$ cat config.mk
export PLATFORM = sky130hd
export DESIGN_NAME = attopu_ctrl
export DESIGN_NICKNAME = d
export VERILOG_FILES = /design/src/rtl/attopu_ctrl.sv
export SDC_FILE = /design/constraint.sdc
export NUM_CORES = 1
export LEC_CHECK = 0
export ABC_AREA = 1
export CAP_MARGIN = 25
export CORE_MARGIN = 2
export CORE_UTILIZATION = 33
export CTS_CLUSTER_DIAMETER = 40
export CTS_CLUSTER_SIZE = 14
export DETAILED_ROUTE_END_ITERATION = 16
export GPL_TIMING_DRIVEN = 0
export PLACE_DENSITY = 0.85
export SYNTH_ARGS = -nofsm -noshare
export SYNTH_HDL_FRONTEND = slang
export SYNTH_SLANG_ARGS = --single-unit
$ cat constraint.sdc
create_clock -name clk -period 1.5 [get_ports clk]
set_input_delay 0.375 -clock clk [delete_from_list [all_inputs] [get_ports clk]]
set_output_delay 0.375 -clock clk [all_outputs]
set_load 0.005 [all_outputs]
$ cat src/rtl/attopu_ctrl.sv
// Fetch/decode/execute sequencer for the attopu core: fetches over imem req/ack,
// drives register-file ports and ALU controls, and resolves branches from ALU flags.
module attopu_ctrl #(
  parameter int unsigned     PC_W     = 12,
  parameter logic [PC_W-1:0] START_PC = '0
) (
  input  logic            clk,
  input  logic            rst,
  input  logic            start,
  output logic            halted,
  output logic            busy,
  output logic [PC_W-1:0] pc,
  output logic            imem_req,
  output logic [PC_W-1:0] imem_addr,
  input  logic [15:0]     imem_rdata,
  input  logic            imem_ack,
  output logic [3:0]      rf_raddr1,
  output logic [3:0]      rf_raddr2,
  input  logic [15:0]     rf_rdata1,
  input  logic [15:0]     rf_rdata2,
  output logic            rf_we,
  output logic [3:0]      rf_waddr,
  output logic [15:0]     rf_wdata,
  output logic [6:0]      alu_op,
  output logic [15:0]     alu_in1,
  output logic [15:0]     alu_in2,
  input  logic [15:0]     alu_out,
  input  logic            c_flag,
  input  logic            z_flag
);

  typedef enum logic [2:0] {IDLE, FETCH, DECODE, EXEC, HALTED} state_t;

  localparam logic [3:0] OP_MV   = 4'h0;
  localparam logic [3:0] OP_ADD  = 4'h1;
  localparam logic [3:0] OP_LDI  = 4'h2;
  localparam logic [3:0] OP_JMP  = 4'h3;
  localparam logic [3:0] OP_JZ   = 4'h4;
  localparam logic [3:0] OP_JC   = 4'h5;
  localparam logic [3:0] OP_HALT = 4'hF;

  state_t      state, state_nxt;
  logic [15:0] ir;
  logic [3:0]  op;
  logic        taken;

  always_comb begin
    op    = ir[15:12];
    taken = (op == OP_JMP) || ((op == OP_JZ) && z_flag) || ((op == OP_JC) && c_flag);
  end

  assign imem_addr = pc;
  assign rf_raddr1 = ir[11:8];
  assign rf_raddr2 = ir[7:4];
  assign rf_waddr  = ir[11:8];
  assign rf_wdata  = alu_out;

  always_ff @(posedge clk or posedge rst) begin
    if (rst) state <= IDLE;
    else     state <= state_nxt;
  end

  always_ff @(posedge clk or posedge rst) begin
    if (rst) begin
      pc <= START_PC;
      ir <= '0;
    end else begin
      if (((state == IDLE) || (state == HALTED)) && start)
        pc <= START_PC;
      else if ((state == EXEC) && (op != OP_HALT))
        pc <= taken ? ir[PC_W-1:0] : pc + PC_W'(1);
      if ((state == FETCH) && imem_ack)
        ir <= imem_rdata;
    end
  end

  always_comb begin
    state_nxt = state;
    unique case (state)
      IDLE, HALTED: if (start) state_nxt = FETCH;
      FETCH:        if (imem_ack) state_nxt = DECODE;
      DECODE:       state_nxt = EXEC;
      EXEC:         state_nxt = (op == OP_HALT) ? HALTED : FETCH;
      default:      state_nxt = IDLE;
    endcase
  end

  // alu_op stays 0 outside an ADD's EXEC so the ALU flags hold between ADDs.
  always_comb begin
    imem_req = 1'b0;
    rf_we    = 1'b0;
    alu_op   = '0;
    alu_in1  = '0;
    alu_in2  = '0;
    busy     = 1'b0;
    halted   = 1'b0;
    unique case (state)
      FETCH: begin
        busy     = 1'b1;
        imem_req = 1'b1;
      end
      DECODE: busy = 1'b1;
      EXEC: begin
        busy = 1'b1;
        case (op)
          OP_MV: begin
            alu_in1 = rf_rdata2;
            rf_we   = 1'b1;
          end
          OP_ADD: begin
            alu_op  = 7'd1;
            alu_in1 = rf_rdata1;
            alu_in2 = rf_rdata2;
            rf_we   = 1'b1;
          end
          OP_LDI: begin
            alu_in1 = {8'h00, ir[7:0]};
            rf_we   = 1'b1;
          end
          default: ;
        endcase
      end
      HALTED:  halted = 1'b1;
      default: ;
    endcase
  end

endmodule

==> impl_metrics.env <==
export IMPL_clock_sinks=31
export IMPL_wl_mm=10.67
export IMPL_maxCapViolCount=0
export IMPL_grt_max_degree=17
export IMPL_skew_ns=0.008004
export IMPL_drt_pass1_iter_count=5
export IMPL_hp_class="primary input to asynchronous set/reset pin"
export IMPL_worst_setup_path_end_kind="output port"
export IMPL_die_x_um=90.91
export IMPL_h_tree_depth=2
export IMPL_layout_common_cells="nand2_1 (82), buf_4 (77), clkdlybuf4s50_1 (69)"
export IMPL_drc=0
export IMPL_start_util_pct=34.18
export IMPL_crit_family="buffers and inverters"
export IMPL_clockBufferDepth=2
export IMPL_synth_area_um2=2492
export IMPL_max_freq_mhz=473.3
export IMPL_drt_initial_drc_count=168
export IMPL_status="finished, violations left"
export IMPL_start_kind="register"
export IMPL_ctsHoldBuffers=0
export IMPL_max_slew_margin_pct=51.89
export IMPL_ir_worst_vdd_mv=0.8168
export IMPL_worst_pin_slew_ns=0.7208
export IMPL_worstPathRequired_ns=1.12
export IMPL_vias_per_cell=4.926
export IMPL_fp_dieH_um=90.91
export IMPL_hpwl_mm=7.127
export IMPL_mostFrequentLayoutCell="nand2_1"
export IMPL_worstPathCellList="nor2_4 > nand3_4 > inv_4 > buf_6 > buf_8 > nand2_4 > o221ai_2 > nand2_1 > inv_1 > buf_2"
export IMPL_yosysTopAreaCellShare_pct=31.12
export IMPL_die_area_um2=8264
export IMPL_synth_seq_cells=31
export IMPL_grt_pass1_vias=3418
export IMPL_core_um2=7292
export IMPL_critical_path_class="register to output port"
export IMPL_std_cell_rows=31
export IMPL_rsz0062_at_grt="yes"
export IMPL_synth_cells=383
export IMPL_drive_above_1_share_pct=43.29
export IMPL_cp_max_fo=5
export IMPL_cts_made_buffers=5
export IMPL_synth_top_area_cell="dfrtp_1"
export IMPL_grt_remaining_overflow=0
export IMPL_setup_slack_ns=-0.6129
export IMPL_finalNonFillerCells=688
export IMPL_area_delta_synth_final_pct=96.84
export IMPL_ant_nets=0
export IMPL_wl_per_cell_um=15.50
export IMPL_numPortBuffers=142
export IMPL_max_stage_delay_ns=0.44
export IMPL_period_share_pct=140.9
export IMPL_place_gp_congestion=0.8699
export IMPL_grt_pass1_wl_mm=16.15
export IMPL_final_setup_viol_count=49
export IMPL_crit_slowest_cell="dfrtp_2"
export IMPL_p_per_area_nw_per_um2=1375
export IMPL_cts_clk_slew_worst_paths_ns=0.07
export IMPL_num_io_pins=165
export IMPL_ys_warnings_count=0
export IMPL_vias=3389
export IMPL_dp_cells=630
export IMPL_final_max_slew_viol_count=0
export IMPL_layout_nets=659
export IMPL_antennaDiodeCount=0
export IMPL_period_needed_ns=2.113
export IMPL_final_hold_viol_count=0
export IMPL_synth_area_top_cells="dfrtp_1 (31%), nand2_1 (16%), buf_4 (14%), inv_1 (7.4%), nor2_1 (7.2%)"
export IMPL_leakage_nw=2.549
export IMPL_root_buffer="clkbuf_8"
export IMPL_cp_num_buf_inv=5
export IMPL_cts_tree="yes"
export IMPL_post_synth_cell_area_avg_um2=6.508
export IMPL_violations="negative setup slack"
export IMPL_pre_cts_slack_ns=-0.7101
export IMPL_synth_seq_area_share_pct=31.12
export IMPL_hold_slack_ns=0.5038
export IMPL_antenna_found_initial=0
export IMPL_track_usage_pct=24.07
export IMPL_arrival_ns=1.74
export IMPL_worstSkewPairLatency_ns=0.29
export IMPL_ys_types=29
-- path summary, 6_finish.rpt --
path	start	endpoint	slack, ns	cells after the start
setup / recovery	ir[15]	alu_in1[3]	-0.61	10
hold / removal	rst	imem_addr[10]	0.50	2
setup reg to reg	ir[12]	imem_addr[4]	-0.20	12
hold reg to reg	ir[0]	ir[0]	0.56	2
max in group asynchronous	rst	ir[14]	0.45	3
min in group clk	ir[0]	ir[0]	0.56	2
-- sequential cells by signal, indices dropped and copies added, names as in the netlist --
name	flops
ir	16
imem_addr	12
state	3
-- power by group --
group / internal (W) / leakage, nW / total (W) / switching (W)
Sequential: 0.00119 / 0.358 / 0.00143 / 0.000235
Combinational: 0.00226 / 2.14 / 0.00458 / 0.00232
Clock: 0.000419 / 0.0515 / 0.000744 / 0.000325
-- what timing repair did --
action,CTS,global route
endpoints found under the setup margin,83,62
gates cloned,4,0
setup buffers,44,6
resized for setup,281,75
pin swaps,23,16
-- per-layer routing --
| metal | GRT usage, % | vias up | routed length (um) |
|---|---|---|---|
| met5 | 0 | - | 0 |
| met4 | 14.14 | 0 | 560 |
| met3 | 5.175 | 46 | 851 |
| met2 | 44.84 | 207 | 5601 |
| met1 | 24.51 | 1590 | 3651 |
| li1 | - | 1546 | - |
-- cell families after synthesis --
group	count (synthesis)	share of synthesized area [%]
fa+ha+maj	1	0.5019
buf+inv	109	24.30
compound gates	42	10.24
flops	31	31.12
simple gates	197	32.98
xor+xnor	2	0.7029
other cells	1	0.1505
-- per-stage QoR --
step           setup TNS, ns  total power, W  util, %  area (um^2)
6_report              -19.80        0.006746    67.28         4906
5_1_grt               -22.62        0.007203    67.28         4906
4_1_cts               -18.30        0.006394    64.00         4667
3_5_place_dp          -24.25        0.004842    56.19         4098
3_3_place_gp          -31.59        0.004692    55.82         4070
2_1_floorplan              0        0.003329        -         2525
-- area by class of cell --
type	instances	area (um^2)
plain buffers	53	425.4
fillers	563	2386
repair buffers	194	1714
well taps	99	123.9
multi-input cells	248	1524
repair inverters	1	6.256
inverters	54	221.5
flip-flops and latches	31	790.8
clock buffers	8	100.1
-- cells in the mapped netlist --
cell type	count
xor2_1	2
nand4_1	1
ha_1	1
clkbuf_1	1
conb_1	1
clkinv_1	2
a21oi_1	27
nand2_4	1
nand3_2	1
a21oi_4	1
nor2_1	48
nor2_4	1
nor4_1	1
dfrtp_1	31
buf_6	1
buf_2	5
nand3_1	30
inv_1	49
o21bai_1	1
nand2_2	5
nand3b_1	1
nor2_2	1
o221ai_1	8
o21ai_0	4
nand2_1	107
buf_4	48
inv_2	2
inv_4	1
o22ai_1	1
(Power assumes the default switching activity.)
